### config.mk
export PLATFORM = sky130hd
export DESIGN_NAME = mem_port_arbiter_flat
export DESIGN_NICKNAME = d
export VERILOG_FILES = /design/src/rtl/mem_port_arbiter_if.sv /design/src/rtl/mem_port_arbiter.sv /design/src/flat_wrapper.sv
export SDC_FILE = /design/constraint.sdc
export NUM_CORES = 1
export LEC_CHECK = 0
export CAP_MARGIN = 20
export CELL_PAD_IN_SITES_DETAIL_PLACEMENT = 0
export CELL_PAD_IN_SITES_GLOBAL_PLACEMENT = 1
export CORE_AREA = 2 2 136 138
export CTS_BUF_LIST = sky130_fd_sc_hd__clkbuf_8
export DETAILED_ROUTE_END_ITERATION = 7
export DIE_AREA = 0 0 138 140
export PLACE_DENSITY = 0.89
export SYNTH_ARGS = -nofsm -noshare
export SYNTH_HDL_FRONTEND = slang
export SYNTH_SLANG_ARGS = --single-unit
### constraint.sdc
create_clock -name clk -period 3.6 [get_ports clk]
set_input_delay 0.72 -clock clk [delete_from_list [all_inputs] [get_ports clk]]
set_output_delay 0.72 -clock clk [all_outputs]
set_load 0.1 [all_outputs]
### src/rtl/mem_port_arbiter_if.sv
// rtl/mem_port_arbiter_if.sv - requester and memory-side signal bundle for mem_port_arbiter
interface mem_port_arbiter_if #(
    parameter int NUM_CH = 2,
    parameter int ADDR_W = 32,
    parameter int DATA_W = 32
);
    logic [NUM_CH-1:0]        ch_re;
    logic [NUM_CH-1:0]        ch_wr;
    logic [NUM_CH*ADDR_W-1:0] ch_addr;
    logic [NUM_CH*DATA_W-1:0] ch_wdata;
    logic [NUM_CH-1:0]        ch_ready;
    logic [NUM_CH-1:0]        ch_err;
    logic [DATA_W-1:0]        ch_rdata;
    logic [ADDR_W-1:0]        mem_addr;
    logic [DATA_W-1:0]        mem_wdata;
    logic                     mem_re;
    logic                     mem_wr;
    logic [DATA_W-1:0]        mem_rdata;
    logic                     mem_ready;

    // slave: the arbiter; master: requesters plus the memory model around it
    modport slave (
        input  ch_re, ch_wr, ch_addr, ch_wdata, mem_rdata, mem_ready,
        output ch_ready, ch_err, ch_rdata, mem_addr, mem_wdata, mem_re, mem_wr
    );

    modport master (
        output ch_re, ch_wr, ch_addr, ch_wdata, mem_rdata, mem_ready,
        input  ch_ready, ch_err, ch_rdata, mem_addr, mem_wdata, mem_re, mem_wr
    );
endinterface

### src/rtl/mem_port_arbiter.sv
// rtl/mem_port_arbiter.sv - N-channel single-outstanding memory port arbiter with timeout
module mem_port_arbiter #(
    parameter int NUM_CH  = 2,
    parameter int ADDR_W  = 32,
    parameter int DATA_W  = 32,
    parameter int RR_MODE = 0,
    parameter int TIMEOUT = 255
) (
    input  logic              clk,
    input  logic              rst,
    mem_port_arbiter_if.slave bus
);
    localparam int GW = (NUM_CH > 1) ? $clog2(NUM_CH) : 1;
    localparam int CW = (TIMEOUT > 0) ? $clog2(TIMEOUT + 1) : 1;

    typedef enum logic [1:0] {IDLE, BUSY, DONE} state_t;

    state_t            state;
    logic [GW-1:0]     grant;
    logic [GW-1:0]     last_grant;
    logic [GW-1:0]     pick;
    logic              pick_valid;
    logic [NUM_CH-1:0] req;
    logic [NUM_CH-1:0] grant_oh;
    logic [ADDR_W-1:0] sel_addr;
    logic [DATA_W-1:0] sel_wdata;
    logic              sel_wr;
    logic [CW-1:0]     cnt;
    logic              timeout_hit;

    logic [ADDR_W-1:0] addr_r;
    logic [DATA_W-1:0] wdata_r;
    logic [DATA_W-1:0] rdata_r;
    logic              re_r;
    logic              wr_r;
    logic [NUM_CH-1:0] ready_r;
    logic [NUM_CH-1:0] err_r;

    assign req      = bus.ch_re | bus.ch_wr;
    assign grant_oh = {{(NUM_CH-1){1'b0}}, 1'b1} << grant;

    // Descending scan so the candidate closest to the search start is written last and wins.
    always_comb begin
        int idx;
        idx        = 0;
        pick       = '0;
        pick_valid = 1'b0;
        for (int k = NUM_CH; k >= 1; k--) begin
            if (RR_MODE != 0) begin
                idx = (int'(last_grant) + k) % NUM_CH;
            end else begin
                idx = k - 1;
            end
            if (req[idx]) begin
                pick       = GW'(idx);
                pick_valid = 1'b1;
            end
        end
    end

    always_comb begin
        sel_addr  = '0;
        sel_wdata = '0;
        sel_wr    = 1'b0;
        for (int i = 0; i < NUM_CH; i++) begin
            if (pick == GW'(i)) begin
                sel_addr  = bus.ch_addr[i*ADDR_W +: ADDR_W];
                sel_wdata = bus.ch_wdata[i*DATA_W +: DATA_W];
                sel_wr    = bus.ch_wr[i];
            end
        end
    end

    assign timeout_hit = (TIMEOUT != 0) && (cnt == CW'(TIMEOUT - 1));

    always_ff @(posedge clk) begin
        if (!rst) begin
            state      <= IDLE;
            grant      <= '0;
            last_grant <= GW'(NUM_CH - 1);
            cnt        <= '0;
            addr_r     <= '0;
            wdata_r    <= '0;
            rdata_r    <= '0;
            re_r       <= 1'b0;
            wr_r       <= 1'b0;
            ready_r    <= '0;
            err_r      <= '0;
        end else begin
            case (state)
                IDLE: begin
                    ready_r <= '0;
                    err_r   <= '0;
                    cnt     <= '0;
                    if (pick_valid) begin
                        grant      <= pick;
                        last_grant <= pick;
                        addr_r     <= sel_addr;
                        wdata_r    <= sel_wdata;
                        // A simultaneous read and write request is serviced as a write.
                        wr_r       <= sel_wr;
                        re_r       <= ~sel_wr;
                        state      <= BUSY;
                    end
                end
                BUSY: begin
                    if (bus.mem_ready) begin
                        rdata_r <= bus.mem_rdata;
                        ready_r <= grant_oh;
                        re_r    <= 1'b0;
                        wr_r    <= 1'b0;
                        state   <= DONE;
                    end else if (timeout_hit) begin
                        rdata_r <= '0;
                        ready_r <= grant_oh;
                        err_r   <= grant_oh;
                        re_r    <= 1'b0;
                        wr_r    <= 1'b0;
                        state   <= DONE;
                    end else begin
                        cnt <= cnt + 1'b1;
                    end
                end
                DONE: begin
                    ready_r <= '0;
                    err_r   <= '0;
                    state   <= IDLE;
                end
                default: begin
                    state <= IDLE;
                end
            endcase
        end
    end

    assign bus.mem_addr  = addr_r;
    assign bus.mem_wdata = wdata_r;
    assign bus.mem_re    = re_r;
    assign bus.mem_wr    = wr_r;
    assign bus.ch_ready  = ready_r;
    assign bus.ch_err    = err_r;
    assign bus.ch_rdata  = rdata_r;
endmodule

### src/flat_wrapper.sv
// flat-port wrapper written by rule: the top's interface ports become plain ports
module mem_port_arbiter_flat 
#(
    parameter int NUM_CH  = 2,
    parameter int ADDR_W  = 32,
    parameter int DATA_W  = 32,
    parameter int RR_MODE = 0,
    parameter int TIMEOUT = 255
)
  (clk, rst, bus_ch_re, bus_ch_wr, bus_ch_addr, bus_ch_wdata, bus_mem_rdata, bus_mem_ready, bus_ch_ready, bus_ch_err, bus_ch_rdata, bus_mem_addr, bus_mem_wdata, bus_mem_re, bus_mem_wr);
  mem_port_arbiter_if #(.NUM_CH(NUM_CH), .ADDR_W(ADDR_W), .DATA_W(DATA_W)) bus_i ();
  input  logic clk;
  input  logic rst;
  input wire logic [$bits(bus_i.ch_re)-1:0] bus_ch_re;
  input wire logic [$bits(bus_i.ch_wr)-1:0] bus_ch_wr;
  input wire logic [$bits(bus_i.ch_addr)-1:0] bus_ch_addr;
  input wire logic [$bits(bus_i.ch_wdata)-1:0] bus_ch_wdata;
  input wire logic [$bits(bus_i.mem_rdata)-1:0] bus_mem_rdata;
  input wire logic [$bits(bus_i.mem_ready)-1:0] bus_mem_ready;
  output wire logic [$bits(bus_i.ch_ready)-1:0] bus_ch_ready;
  output wire logic [$bits(bus_i.ch_err)-1:0] bus_ch_err;
  output wire logic [$bits(bus_i.ch_rdata)-1:0] bus_ch_rdata;
  output wire logic [$bits(bus_i.mem_addr)-1:0] bus_mem_addr;
  output wire logic [$bits(bus_i.mem_wdata)-1:0] bus_mem_wdata;
  output wire logic [$bits(bus_i.mem_re)-1:0] bus_mem_re;
  output wire logic [$bits(bus_i.mem_wr)-1:0] bus_mem_wr;
  assign bus_i.ch_re = bus_ch_re;
  assign bus_i.ch_wr = bus_ch_wr;
  assign bus_i.ch_addr = bus_ch_addr;
  assign bus_i.ch_wdata = bus_ch_wdata;
  assign bus_i.mem_rdata = bus_mem_rdata;
  assign bus_i.mem_ready = bus_mem_ready;
  assign bus_ch_ready = bus_i.ch_ready;
  assign bus_ch_err = bus_i.ch_err;
  assign bus_ch_rdata = bus_i.ch_rdata;
  assign bus_mem_addr = bus_i.mem_addr;
  assign bus_mem_wdata = bus_i.mem_wdata;
  assign bus_mem_re = bus_i.mem_re;
  assign bus_mem_wr = bus_i.mem_wr;
  mem_port_arbiter #(.NUM_CH(NUM_CH), .ADDR_W(ADDR_W), .DATA_W(DATA_W), .RR_MODE(RR_MODE), .TIMEOUT(TIMEOUT)) u_core (.clk(clk), .rst(rst), .bus(bus_i));
endmodule
# --- Word-level counts from Yosys, hierarchy flattened ---
# Index checks and enable logic that the tools add are counted.
word_totals:
  reg_bits: 113
  inputBits: 167
  out_inout_bits: 102
  word_cells: 60
classes:
  add_sub_neg: 1
  n_eq_ne: 8
  n_shift: 1
  muxes: 26
  n_bitwise: 2
  reduce_logical: 12
op_table:
  columns: ["cell", "n"]
  rows:
  - ["$mux 32", 4]
  - ["$mux 8", 2]
  - ["$pmux 8 s2", 1]
  - ["$mux 2", 6]
  - ["$pmux 2 s2", 3]
  - ["$reduce_and 3->1", 3]
  - ["$add 8x1->8 const B", 1]
  - ["$eq 8x8->1 const B", 1]
  - ["$mux 1", 8]
  - ["$reduce_and 2->1", 4]
  - ["$reduce_bool 2->1", 3]
  - ["$ne 2x1->1 const B", 2]
  - ["$ne 2x2->1 const B", 2]
  - ["$pmux 1 s2", 2]
  - ["$ne 3x2->1 const B", 1]
  - ["$eq 2x1->1 const B", 1]
  - ["$eq 2x2->1 const B", 1]
  - ["$logic_not 2->1", 1]
  - ["$or 2x2->2", 1]
  - ["$reduce_or 2->1", 1]
  - ["$shl 1x1->2 const A", 1]
  - ["$not 1->1", 1]

# --- Depth between registers and ports, before layout ---
logic_depth:
  word_depth: 7
  mapped_depth: 7
  depth_no_buf: 6

# --- Worst setup path after synthesis ---
# No wires, ideal clock.
synth_path:
  path_kind: "input port to flip-flop"
  from: "input port bus_ch_wr[1]"
  to: "register u_core.addr_r[10] (netlist: u_core.bus.mem_addr[10])"
  t_arrival_ps: 1651
  path_slack_ps: 1864
  cell_stages: 6
  path_buffers: 2
  cell_sequence: "nor2_1 -> nor3_2 -> buf_4 -> buf_4 -> mux2i_1 -> a211oi_1"
synth_via:
  elab_chain_cells: 4
  word_cells_on_any_way: 6
synth_lines:
  columns: ["element", "line_no", "text"]
  rows:
  - ["start: declaration", "flat_wrapper.sv:15", "input wire logic [$bits(bus_i.ch_wr)-1:0] bus_ch_wr;"]
  - ["$or 2x2->2 (*)", "mem_port_arbiter.sv:39", "assign req = bus.ch_re | bus.ch_wr;"]
  - ["$mux 1 (*)", "mem_port_arbiter.sv:54", "if (req[idx]) begin"]
  - ["$mux 1", "mem_port_arbiter.sv:54", null]
  - ["$mux 32 / $reduce_and 2->1 (equally long branches)", null, null]
  - ["end signal: assignment", "mem_port_arbiter.sv:98", "addr_r <= sel_addr;"]
  - ["end: declaration", "mem_port_arbiter.sv:31", "logic [ADDR_W-1:0] addr_r;"]
# Mark *: on every way between the ends. The rest lies on a longest branch, timed or not.
# A chain may end at the register's enable or synchronous reset.

# --- Worst setup path in the final report ---
layout_path:
  from: "register u_core.wdata_r[30] (netlist: u_core.bus.mem_wdata[30])"
  to: "output port bus_mem_wdata[30]"
layout_rtl:
  columns: ["element", "line_no", "text"]
  rows:
  - ["start: declaration", "mem_port_arbiter.sv:32", "logic [DATA_W-1:0] wdata_r;"]
  - ["start signal: assignment", "mem_port_arbiter.sv:99", "wdata_r <= sel_wdata;"]
  - ["end: declaration", "flat_wrapper.sv:24", "output wire logic [$bits(bus_i.mem_wdata)-1:0] bus_mem_wdata;"]
# No word-level cell between the ends.

==> results.toml <==
[clocking]
cts_resized = 0
clk_pin_slew_ns = 0.07
cts_hold_buffers = 0
clock_latency_ns = 0.42
cts_buffers = 17
clk_path_buf_depth = 2
cts_setup_buffers = 0
numClockSinks = 113
root_buffer = "clkbuf_8"
htree_levels = 4
cts_tree = "built"

[synth]
synth_nets = 633
yosysWarnings = 0
syn-instance-count = 464
ys_seq_area_share_pct = 47.8
synth-edff-count = 0
ys_ff_latch = 113
synth_flop_cell = "dfxtp_1"
syn_avg_cell_area_um2 = 10.2
ys_types = 42
syn-cell-area_um2 = 4730
ys_async_sr_fraction_pct = 0

[sta]
slew_viol_final = 0
finalCritPeriodShare_pct = 74.5
fmax_mhz = 373
clock_skew_ns = 0.00742
slew_headroom_pct = 27.6
setup_tns_ns = 0
fin_crit_ns = 2.68
finalSetupViolCount = 0
final_hold_viol_count = 0
tightest_slew_ns = 1.08
rsz0062_at_grt = "false"
whs_ns = 0.479

[drt]
wl_per_cell_um = 14.6
wl_um = 14000
vias_per_cell = 4.63
routed-via-count = 4442
drc = 0
ant_nets = 0
dr.pass1.iters = 4
drt_first_iter_violations = 180

[place]
dp_hpwl_um = 10100
gp_congestion = 0.757
port_buffers = 268
dpl_cell_area_um2 = 7560

[global_route]
grt-ovfl-total = 0
grt_max_degree = 128
antenna_found_initial = 0
grt_pass1_vias = 4351
grt_first_pass_wirelength_um = 22700
groute.usage.overall_pct = 14.6

[setup_path]
reg2reg_setup_slack_ns = 1.60
cp_top_family = "buffers and inverters"
path_class = "reg -> out"
end_kind = "output pin"
crit_arrival_ns = 1.96
critPathLaunchType = "flip-flop"
cp_max_fo = 2
path_buf_inv = 1
crit_path_top_delay_cell = "clkdlybuf4s50_1"
worst_ep_required_time_ns = 2.88
crit_path_cell_trace = "clkdlybuf4s50_1"
critical-path-max-stage-delay_ns = 1.21

[layout]
fill_cells = 1710
finalInstanceArea_um2 = 7950
syn2layout_area_growth_pct = 67.9
drive_gt1_share_pct = 6.85
layout.nets = 887
multi_input_area_um2 = 2240
register_area_um2 = 2260
diodes = 0

[power]
p_per_area_nw_per_um2 = 514
power_frac_clock_pct = 28.8
combPwrFrac_pct = 36.4
seqPwrFrac_pct = 34.9
leakagePower_uw = 0.00292
p_sw_uw = 1610
sw_frac_of_total_pct = 39.5
internal_power_uw = 2470
irDropWorstVdd_uv = 320

[floorplan]
initial_core_util_pct = 26.6
die_area_um2 = 19300
core-area_um2 = 17800
die_x_um = 138
rows = 49
die_height_um = 140
io_pins = 269

[min_path]
hold_class = "reg -> reg"

[status]
status = "complete, no violations"

[job]
cap_violations = 0
==> cells in the final DEF (no fill, tap or decap), types with 4 or more instances in the layout <==
cell and instances:
a211oi_1 64, a21oi_1 7, a22o_1 32, a31oi_1 5, buf_4 7, clkbuf_8 20, clkdlybuf4s50_1 266, clkinv_2 4
clkinvlp_4 4, dfxtp_1 113, inv_1 5, mux2i_1 67, nand2_1 8, nand3_1 8, nor2_1 73, nor3_1 6
==> area by class of cell <==
type / instances / share of cell area [%]
clock buffers: 20 / 3.46
clock inverters: 11 / 1.43
multi-input cells: 306 / 28.1
inverters: 5 / 0.236
repair buffers: 275 / 34.7
flip-flops and latches: 113 / 28.5
well taps: 229 / 3.61
==> sequential cells by signal, indices dropped and copies added, names as in the netlist <==
name	cells
u_core.grant	1
u_core.cnt	8
u_core.bus.mem_addr	32
u_core.bus.ch_rdata	32
u_core.bus.mem_re	1
u_core.bus.mem_wdata	32
u_core.bus.ch_ready	2
u_core.state	2
u_core.bus.ch_err	2
u_core.bus.mem_wr	1
==> per-layer routing <==
| metal | wire length (µm) | part of all wire [%] | track usage, % |
|---|---|---|---|
| met1 | 6090 | 44 | 17.4 |
| met5 | 0 | 0 | 0 |
| met4 | 133 | 0.95 | 3.92 |
| met3 | 1300 | 9.3 | 6.70 |
| met2 | 6450 | 46 | 23.7 |
==> stage by stage <==
stage                     power [µW]  util, %  setup WS (ns)  std cells
after floorplan                 2490        -           1.86        464
after global placement          2940     42.5           1.01        928
after detailed placement        2950     42.5          0.964        928
after CTS                       4150     44.7          0.863        959
after global routing            4270     44.7          0.830        959
final                           4080     44.7          0.917        959
==> power by group through the flow <==
| stage | Combinational [µW] | Clock [µW] | Sequential, µW |
|---|---|---|---|
| 2_1_floorplan | 287 | 0 | 2210 |
| 3_3_place_gp | 1490 | 0 | 1450 |
| 3_5_place_dp | 1490 | 0 | 1450 |
| 4_1_cts | 1500 | 1230 | 1430 |
| 5_1_grt | 1550 | 1280 | 1440 |
| 6_report | 1480 | 1170 | 1430 |
==> worst reg2reg max path: cells and delay by family (launching register included) <==
family / cells / cell delay [ns]
flip-flops: 1 / 0.54
AO/OA/AOI/OAI: 2 / 0.51
AND/OR/NAND/NOR: 2 / 0.48
buffers and inverters: 1 / 0.37
==> kinds of logic after synthesis <==
| family | count (synthesis) | synth area share, % |
|---|---|---|
| muxes | 67 | 14.2 |
| and+or+nand+nor | 110 | 10.7 |
| adders and majority gates | 2 | 0.528 |
| buffers and inverters | 45 | 5.29 |
| AOI/OAI and AO/OA | 127 | 21.5 |
| DFF | 113 | 47.8 |
==> cells in the mapped netlist (all sizes together), types with 3 or more instances <==
| library cell | number | area [µm²] |
|---|---|---|
| a211oi | 64 | 480 |
| a21oi | 8 | 51.3 |
| a22o | 32 | 280 |
| a31oi | 5 | 31.3 |
| buf | 28 | 186 |
| clkbuf | 12 | 45.0 |
| dfxtp | 113 | 2260 |
| inv | 5 | 18.8 |
| mux2i | 67 | 671 |
| nand2 | 8 | 30.0 |
| nand3 | 8 | 40.0 |
| nor2 | 74 | 280 |
| nor3 | 7 | 40.0 |
| o21ai | 3 | 15.0 |
==> worst paths after layout <==
| kind | cells after the start | from | to |
|---|---|---|---|
| worst min-delay path | 1 | u_core.bus.ch_rdata[11] | u_core.bus.ch_rdata[11] |
| worst max-delay path | 1 | u_core.bus.mem_wdata[30] | bus_mem_wdata[30] |
| worst min register to register | 1 | u_core.bus.ch_rdata[11] | u_core.bus.ch_rdata[11] |
| worst max register to register | 5 | u_core.state[1] | u_core.bus.mem_addr[7] |
(Power assumes the default switching activity.)
